`src/rtl/Motors_PKG.sv`:
```
// Shared motor-path widths and default position-to-pulse scale factors.
package Motors_PKG;

   localparam int POS_X_BITS               = 12;
   localparam int POS_Y_BITS               = 12;
   localparam int STEPPER_PULSE_NUM_X_BITS = 16;
   localparam int STEPPER_PULSE_NUM_Y_BITS = 16;
   localparam int MULT_X_DEFAULT           = 8;
   localparam int MULT_Y_DEFAULT           = 8;

   // Width that holds in_bits * mult for any signed input without wrapping.
   function automatic int scaled_bits(input int in_bits, input int mult);
      return in_bits + $clog2(mult) + 1;
   endfunction

endpackage

```
`src/rtl/Servo_PKG.sv`:
```
// Servo position encoding shared by the motion planner, the motors controller and
// everything in between.
package Servo_PKG;

   typedef enum logic {
      SERVO_POS_UP   = 1'b0,
      SERVO_POS_DOWN = 1'b1
   } servo_pos_t;

endpackage

```
`src/rtl/MotorsCtrl_IF.sv`:
```
// Command/handshake bundle between the motion planner and the motors controller.
interface MotorsCtrl_IF #(
   parameter int PULSE_NUM_X_BITS = 16,
   parameter int PULSE_NUM_Y_BITS = 16
);
   import Servo_PKG::*;

   logic signed [PULSE_NUM_X_BITS-1:0] pulse_num_x;
   logic signed [PULSE_NUM_Y_BITS-1:0] pulse_num_y;
   servo_pos_t                         servo_pos;
   logic                               trigger;
   logic                               rdy;
   logic                               done;

   modport master (output pulse_num_x, pulse_num_y, servo_pos, trigger,
                   input  rdy, done);
   modport slave  (input  pulse_num_x, pulse_num_y, servo_pos, trigger,
                   output rdy, done);

endinterface

```
`src/rtl/pulse_num_scaler.sv`:
```
// Combinational signed scale-by-constant with saturation to the output width.
module pulse_num_scaler
   import Motors_PKG::*;
#(
   parameter int IN_BITS  = POS_X_BITS,
   parameter int OUT_BITS = STEPPER_PULSE_NUM_X_BITS,
   parameter int MULT     = MULT_X_DEFAULT
) (
   input  logic signed [IN_BITS-1:0]  in_i,
   output logic signed [OUT_BITS-1:0] out_o
);

   localparam int EXT_BITS = scaled_bits(IN_BITS, MULT);
   // One bit wider than both product and output so the limit compares stay signed-exact.
   localparam int W = ((EXT_BITS > OUT_BITS) ? EXT_BITS : OUT_BITS) + 1;

   localparam logic signed [W-1:0] MULT_S  = W'(MULT);
   localparam logic signed [W-1:0] OUT_MAX = {{(W-OUT_BITS+1){1'b0}}, {(OUT_BITS-1){1'b1}}};
   localparam logic signed [W-1:0] OUT_MIN = {{(W-OUT_BITS+1){1'b1}}, {(OUT_BITS-1){1'b0}}};

   logic signed [W-1:0] in_ext;
   logic signed [W-1:0] product;

   assign in_ext  = {{(W-IN_BITS){in_i[IN_BITS-1]}}, in_i};
   assign product = in_ext * MULT_S;

   always_comb begin
      out_o = product[OUT_BITS-1:0];
      if (product > OUT_MAX) begin
         out_o = OUT_MAX[OUT_BITS-1:0];
      end else if (product < OUT_MIN) begin
         out_o = OUT_MIN[OUT_BITS-1:0];
      end
   end

endmodule

```
`src/rtl/pulse_num_multiplier.sv`:
```
// Converts planner position deltas into saturated stepper pulse counts, one register
// stage for the command fields, combinational pass-through for the handshake returns.
module pulse_num_multiplier
   import Motors_PKG::*;
   import Servo_PKG::*;
#(
   parameter int IN_X_BITS  = POS_X_BITS,
   parameter int IN_Y_BITS  = POS_Y_BITS,
   parameter int OUT_X_BITS = STEPPER_PULSE_NUM_X_BITS,
   parameter int OUT_Y_BITS = STEPPER_PULSE_NUM_Y_BITS,
   parameter int MULT_X     = MULT_X_DEFAULT,
   parameter int MULT_Y     = MULT_Y_DEFAULT
) (
   input  logic         clk,
   input  logic         reset,
   MotorsCtrl_IF.slave  intf_in,
   MotorsCtrl_IF.master intf_out
);

   logic signed [OUT_X_BITS-1:0] pulse_x_d, pulse_x_q;
   logic signed [OUT_Y_BITS-1:0] pulse_y_d, pulse_y_q;
   servo_pos_t                   servo_q;
   logic                         trigger_q;

   pulse_num_scaler #(.IN_BITS(IN_X_BITS), .OUT_BITS(OUT_X_BITS), .MULT(MULT_X)) u_scale_x (
      .in_i  (intf_in.pulse_num_x),
      .out_o (pulse_x_d)
   );

   pulse_num_scaler #(.IN_BITS(IN_Y_BITS), .OUT_BITS(OUT_Y_BITS), .MULT(MULT_Y)) u_scale_y (
      .in_i  (intf_in.pulse_num_y),
      .out_o (pulse_y_d)
   );

   // Counts, servo position and trigger share one stage so they stay cycle-aligned.
   always_ff @(posedge clk) begin
      if (reset) begin
         pulse_x_q <= '0;
         pulse_y_q <= '0;
         servo_q   <= SERVO_POS_UP;
         trigger_q <= 1'b0;
      end else begin
         pulse_x_q <= pulse_x_d;
         pulse_y_q <= pulse_y_d;
         servo_q   <= intf_in.servo_pos;
         trigger_q <= intf_in.trigger;
      end
   end

   assign intf_out.pulse_num_x = pulse_x_q;
   assign intf_out.pulse_num_y = pulse_y_q;
   assign intf_out.servo_pos   = servo_q;
   assign intf_out.trigger     = trigger_q;

   assign intf_in.rdy  = intf_out.rdy;
   assign intf_in.done = intf_out.done;

endmodule

```
`src/flat_wrapper.sv`:
```
// flat-port wrapper written by rule: the top's interface ports become plain ports
module pulse_num_multiplier_flat import Motors_PKG::*; import Servo_PKG::*;
#(
   parameter int IN_X_BITS  = POS_X_BITS,
   parameter int IN_Y_BITS  = POS_Y_BITS,
   parameter int OUT_X_BITS = STEPPER_PULSE_NUM_X_BITS,
   parameter int OUT_Y_BITS = STEPPER_PULSE_NUM_Y_BITS,
   parameter int MULT_X     = MULT_X_DEFAULT,
   parameter int MULT_Y     = MULT_Y_DEFAULT
)
  (clk, reset, intf_in_pulse_num_x, intf_in_pulse_num_y, intf_in_servo_pos, intf_in_trigger, intf_in_rdy, intf_in_done, intf_out_pulse_num_x, intf_out_pulse_num_y, intf_out_servo_pos, intf_out_trigger, intf_out_rdy, intf_out_done);
  MotorsCtrl_IF #(.PULSE_NUM_X_BITS((POS_X_BITS)), .PULSE_NUM_Y_BITS((POS_X_BITS))) intf_in_i ();
  MotorsCtrl_IF #(.PULSE_NUM_X_BITS((STEPPER_PULSE_NUM_X_BITS)), .PULSE_NUM_Y_BITS((STEPPER_PULSE_NUM_X_BITS))) intf_out_i ();
  input  logic clk;
  input  logic reset;
  input wire logic [$bits(intf_in_i.pulse_num_x)-1:0] intf_in_pulse_num_x;
  input wire logic [$bits(intf_in_i.pulse_num_y)-1:0] intf_in_pulse_num_y;
  input wire logic [$bits(intf_in_i.servo_pos)-1:0] intf_in_servo_pos;
  input wire logic [$bits(intf_in_i.trigger)-1:0] intf_in_trigger;
  output wire logic [$bits(intf_in_i.rdy)-1:0] intf_in_rdy;
  output wire logic [$bits(intf_in_i.done)-1:0] intf_in_done;
  output wire logic [$bits(intf_out_i.pulse_num_x)-1:0] intf_out_pulse_num_x;
  output wire logic [$bits(intf_out_i.pulse_num_y)-1:0] intf_out_pulse_num_y;
  output wire logic [$bits(intf_out_i.servo_pos)-1:0] intf_out_servo_pos;
  output wire logic [$bits(intf_out_i.trigger)-1:0] intf_out_trigger;
  input wire logic [$bits(intf_out_i.rdy)-1:0] intf_out_rdy;
  input wire logic [$bits(intf_out_i.done)-1:0] intf_out_done;
  assign intf_in_i.pulse_num_x = intf_in_pulse_num_x;
  assign intf_in_i.pulse_num_y = intf_in_pulse_num_y;
  assign intf_in_i.servo_pos = intf_in_servo_pos;
  assign intf_in_i.trigger = intf_in_trigger;
  assign intf_in_rdy = intf_in_i.rdy;
  assign intf_in_done = intf_in_i.done;
  assign intf_out_pulse_num_x = intf_out_i.pulse_num_x;
  assign intf_out_pulse_num_y = intf_out_i.pulse_num_y;
  assign intf_out_servo_pos = intf_out_i.servo_pos;
  assign intf_out_trigger = intf_out_i.trigger;
  assign intf_out_i.rdy = intf_out_rdy;
  assign intf_out_i.done = intf_out_done;
  pulse_num_multiplier #(.IN_X_BITS(IN_X_BITS), .IN_Y_BITS(IN_Y_BITS), .OUT_X_BITS(OUT_X_BITS), .OUT_Y_BITS(OUT_Y_BITS), .MULT_X(MULT_X), .MULT_Y(MULT_Y)) u_core (.clk(clk), .reset(reset), .intf_in(intf_in_i), .intf_out(intf_out_i));
endmodule
```
`config.mk`:
```
export PLATFORM = sky130hd
export DESIGN_NAME = pulse_num_multiplier_flat
export DESIGN_NICKNAME = d
export VERILOG_FILES = /design/src/rtl/Motors_PKG.sv /design/src/rtl/Servo_PKG.sv /design/src/rtl/MotorsCtrl_IF.sv /design/src/rtl/pulse_num_scaler.sv /design/src/rtl/pulse_num_multiplier.sv /design/src/flat_wrapper.sv
export SDC_FILE = /design/constraint.sdc
export NUM_CORES = 1
export LEC_CHECK = 0
export ABC_AREA = 1
export CORE_ASPECT_RATIO = 1.75
export CORE_UTILIZATION = 34
export DETAILED_ROUTE_END_ITERATION = 16
export PLACE_DENSITY = 0.83
export SLEW_MARGIN = 25
export SYNTH_ARGS = -nofsm -noshare
export SYNTH_HDL_FRONTEND = slang
export SYNTH_SLANG_ARGS = --single-unit
```
`constraint.sdc`:
```
create_clock -name clk -period 1 [get_ports clk]
set_input_delay 0.25 -clock clk [delete_from_list [all_inputs] [get_ports clk]]
set_output_delay 0.25 -clock clk [all_outputs]
set_load 0.05 [all_outputs]
```
==> impl_metrics.csv, run 1 <==
group,metric,value,unit
finish,fillers,150,
yosys,yosys_warnings,0,
floorplanning,rows,23,
grt,grt_pass1_vias,666,
worst_hold_path,min_path_type,"primary input to flop",
drt,drtIter0Drc,14,
clocking,clock_sinks,26,
yosys,avgSynthCellArea,9.030,µm²
power,power,2.492,mW
power,power.density_cell_area,1453,mW/mm²
grt,grt_pass1_wl,2960,µm
worst_setup_path,crit_chain,"buf_12",
floorplanning,start_util,0.3609,
worst_setup_path,critPathRequiredTime,0.75,ns
worst_setup_path,cp-end-kind,"output port",
yosys,seq_area_frac_synth,0.6265,
status,outcome,"finished, violations left",
worst_setup_path,cpPeakStageDelay,0.38,ns
drt,vias_per_cell,4.030,
clocking,cts_buffers,3,
sta,post-route-min-period,1.034,ns
sta,period_share,1.034,
worst_setup_path,critPathTopFamily,"flip-flops",
yosys,netlist_area,830.8,µm²
finish,area_growth,106.5,%
place,dpl.hpwl,1641,µm
worst_setup_path,crit_arrival,0.78,ns
yosys,yosysUniqueCellTypes,7,
worst_setup_path,worstPathMaxFanout,2,
floorplanning,ios,66,
sta,rsz0062_at_grt,"yes",
clocking,clkTransAtPathRegs,0.08,ns
worst_setup_path,critical_path_class,"flop to output port",
run,cap_violations,0,
sta,fin_hold_ws,0.4773,ns
power,p_leak,0.8224,nW
sta,hold_viol_final,0,
worst_setup_path,cp_num_buf_inv,1,
place,gp_congestion,0.6807,
finish,nNetsFinal,175,
grt,grt_max_degree,27,
clocking,hold_buffers,0,
drt,finalWirelength,2076,µm
drt,via_count,681,
sta,fin_ws,-0.03388,ns
clocking,h-tree-depth,1,
worst_setup_path,critPathSlowestCell,"dfxtp_4",
worst_setup_path,cp-start-kind,"flop",
clocking,cts_buffer_depth,2,
sta,max_freq,0.9672,GHz
finish,diodes,0,
sta,slew_violations,0,
floorplanning,die_y,67.39,µm
drt,detail-route-antenna-nets,0,
grt,grt_remaining_overflow,0,
finish,drive_above_1_share,0.4167,
sta,totalNegativeSetupSlack,-0.1514,ns
floorplanning,chipWidth,39.37,µm
clocking,cts_tree,"done",
sta,setup_violations,10,
floorplanning,core,0.002302,mm²
yosys,synth-seq-cells,26,
drt,dr.pass1.iters,4,
yosys,synthCells,92,
grt,grt_use_total,0.1738,
clocking,cts_setup_buffers,0,
place,io_buffers,55,
grt,antenna_found_initial,0,
floorplanning,dieArea,0.002653,mm²
drt,wire_per_inst,12.28,µm
clocking,root_buffer,"clkbuf_8",
status,violations,"setup timing",
power,ir_drop,0.0009878,V
drt,drc,0,
==> cells in the final DEF (no fill, tap or decap), drive strengths merged <==
master / count
buf: 29
clkdlybuf4s50: 27
inv: 26
nor2: 26
dfxtp: 26
conb: 6
clkbuf: 4
==> cell families after synthesis <==
logic type    count (synthesis)  share of synthesized area
buf+inv                      39                     0.2485
flops                        26                     0.6265
simple gates                 26                     0.1205
other cells                   1                   0.004514
==> sequential cells by signal (all words and copies together) (netlist names) <==
name and flops:
u_core.intf_out.pulse_num_x 12, u_core.intf_out.pulse_num_y 12, u_core.intf_out.trigger 1, u_core.intf_out.servo_pos 1
==> final cells by class <==
| class | count | area, µm² | share of cell area |
|---|---|---|---|
| clock buffers | 4 | 55.05 | 0.03209 |
| repair buffers | 56 | 850.8 | 0.4960 |
| flip-flops and latches | 26 | 558.0 | 0.3253 |
| multi-input cells | 32 | 122.6 | 0.07148 |
| inverters | 26 | 97.59 | 0.05689 |
| well taps | 25 | 31.28 | 0.01823 |
==> repair_timing <==
item / CTS / global route
endpoints found under the setup margin: 28 / 28
gates resized for setup: 26 / 0
cloned: 0 / 0
==> final timing paths <==
path | slack (ns) | endpoint | depth (start not counted) | from
max | -0.03 | intf_out_pulse_num_x[15] | 1 | u_core.intf_out.pulse_num_x[14]$_SDFF_PP0_
min | 0.48 | u_core.intf_out.pulse_num_y[10]$_SDFF_PP0_ | 3 | intf_in_pulse_num_y[7]
==> where the power goes <==
group	total (mW)	switching (mW)	internal, mW
Combinational	0.685	0.345	0.340
Clock	0.658	0.307	0.352
Sequential	1.15	0.0490	1.10
==> synthesized netlist by cell type <==
cell type  instances  area share
buf_4             10       0.090
buf_6              3       0.041
conb_1             1      0.0045
dfxtp_1           26        0.63
inv_1             26        0.12
nor2_1            25        0.11
nor2_2             1      0.0075
==> routing by layer <==
layer / global-route usage / vias to the layer above / wire [µm]
li1: - / 334 / -
met1: 0.1542 / 302 / 615
met2: 0.3333 / 41 / 1271
met3: 0.01974 / 4 / 132
met4: 0.1164 / 0 / 57
met5: 0 / - / 0
==> through the flow <==
| stage | setup slack [ns] | instances | utilization | instance area, µm² |
|---|---|---|---|---|
| floorplan | 0.03250 | 97 | - | 852.1 |
| global placement | -0.09850 | 165 | 0.7060 | 1625 |
| detailed placement | -0.1521 | 165 | 0.7060 | 1625 |
| global route | -0.06181 | 169 | 0.7451 | 1715 |
| finish | -0.03388 | 169 | 0.7451 | 1715 |
| CTS | -0.04432 | 169 | 0.7451 | 1715 |
No activity file was read; power rests on OpenSTA's default activity.
==> inputs of run 2 (changes only) <==
--- a/config.mk
+++ b/config.mk
@@ -10,6 +10,8 @@
 export CORE_UTILIZATION = 34
 export DETAILED_ROUTE_END_ITERATION = 16
 export PLACE_DENSITY = 0.83
+export RECOVER_POWER = 50
+export SETUP_SLACK_MARGIN = 0.2
 export SLEW_MARGIN = 25
 export SYNTH_ARGS = -nofsm -noshare
 export SYNTH_HDL_FRONTEND = slang
==> impl_metrics.csv, run 2 (synthesis results as in run 1) <==
group,metric,value,unit
sta,fin_ws,-0.02186,ns
finish,area_growth,104.5,%
sta,totalNegativeSetupSlack,-0.07551,ns
sta,slew_violations,0,
drt,dr.pass1.iters,4,
power,power.density_cell_area,1399,mW/mm²
finish,diodes,0,
clocking,cts_buffer_depth,2,
drt,via_count,679,
grt,grt_use_total,0.1649,
grt,antenna_found_initial,0,
drt,wl_met1,609,µm
power,p_leak,0.8164,nW
drt,wire_per_inst,11.51,µm
power,power,2.377,mW
finish,final_cell_mix,"buf_12 (28), inv_1 (26), nor2_1 (25)",
clocking,cts_setup_buffers,0,
sta,setup_violations,5,
clocking,cts_tree,"done",
drt,drtIter0Drc,7,
sta,max_freq,0.9786,GHz
place,io_buffers,55,
worst_setup_path,cp-start-kind,"flop",
clocking,root_buffer,"clkbuf_8",
clocking,clkTransAtPathRegs,0.08,ns
drt,vias_per_cell,3.994,
worst_setup_path,cpPeakStageDelay,0.38,ns
floorplanning,chipWidth,39.37,µm
worst_setup_path,crit_chain,"buf_12",
floorplanning,dieArea,0.002653,mm²
worst_setup_path,critPathTopFamily,"flip-flops",
status,violations,"setup timing",
worst_setup_path,crit_arrival,0.77,ns
run,cap_violations,0,
sta,period_share,1.022,
drt,dr.max_layer_used,"met4",
drt,detail-route-antenna-nets,0,
clocking,cts_buffers,3,
finish,layout_commonest_cell,"buf_12",
clocking,h-tree-depth,1,
worst_setup_path,critPathSlowestCell,"dfxtp_4",
drt,wl_met2,1166,µm
drt,finalWirelength,1956,µm
clocking,clock_sinks,26,
worst_setup_path,cp_num_buf_inv,1,
grt,grt_pass1_wl,2842,µm
finish,design_area,0.001699,mm²
sta,post-route-min-period,1.022,ns
power,ir_drop,0.001223,V
sta,rsz0062_at_grt,"yes",
finish,drive_above_1_share,0.4069,
sta,hold_viol_final,0,
floorplanning,start_util,0.3609,
grt,grt_max_degree,14,
worst_setup_path,critical_path_class,"flop to output port",
worst_setup_path,critPathRequiredTime,0.75,ns
floorplanning,die_y,67.39,µm
floorplanning,rows,23,
drt,wl_met3,135,µm
grt,grt_remaining_overflow,0,
worst_hold_path,min_path_type,"primary input to flop",
worst_setup_path,cp-end-kind,"output port",
floorplanning,ios,66,
finish,fin_util,0.7380,
finish,nNetsFinal,177,
status,outcome,"finished, violations left",
floorplanning,core,0.002302,mm²
place,dpl.hpwl,1615,µm
worst_setup_path,worstPathMaxFanout,2,
drt,drc,0,
grt,grt_pass1_vias,645,
place,gp_congestion,0.6425,
place,placed_area,0.001655,mm²
run 2: cell types whose count changed in the layout (fill, tap and decap cells not counted):
cell,delta
dlygate4sd2_1,+1
dlygate4sd3_1,+3
clkbuf_1,+2
clkdlybuf4s50_1,-4
buf_12,-1
clkbuf_8,-1
buf_6,+1
run 2: final timing paths:
| check | slack (ns) | depth (start not counted) | from | to |
|---|---|---|---|---|
| max | -0.02 | 1 | u_core.intf_out.pulse_num_y[14]$_SDFF_PP0_ | intf_out_pulse_num_y[15] |
| min | 0.47 | 3 | reset | u_core.intf_out.pulse_num_x[10]$_SDFF_PP0_ |
run 2: power breakdown:
group | internal [mW] | total [mW] | switching [mW]
combinational | 0.333 | 0.675 | 0.342
sequential | 1.10 | 1.15 | 0.0498
clock | 0.269 | 0.552 | 0.283
run 2: layer usage:
layer  up-vias  GRT usage
met5         -          0
li1        337          -
met1       301     0.1402
met4         0     0.1164
met2        39     0.3125
met3         2    0.02961
run 2: area by class of cell:
type | count | area [µm²]
Clock buffer | 3 | 41.29
Inverter | 26 | 97.59
Fill cell | 157 | 603.1
Multi-Input combinational cell | 32 | 122.6
Tap cell | 25 | 31.28
Timing Repair Buffer | 58 | 848.3
Sequential cell | 26 | 558.0
run 2: per-stage QoR:
| step | std cells | setup WS (ns) | hold slack, ns |
|---|---|---|---|
| floorplan | 97 | 0.1585 | 0.3473 |
| global placement | 166 | -0.09271 | 0.5006 |
| detailed placement | 166 | -0.1352 | 0.5006 |
| CTS | 170 | -0.02972 | 0.4699 |
| global route | 170 | -0.04843 | 0.4779 |
| finish | 170 | -0.02186 | 0.4742 |
run 2: what timing repair did:
action | 4_1_cts | 5_1_grt
hold endpoints to repair | 0 | 0
hold buffers | 0 | 0
gates cloned | 1 | 0
setup endpoints to repair | 54 | 28
resized for setup | 2 | 0
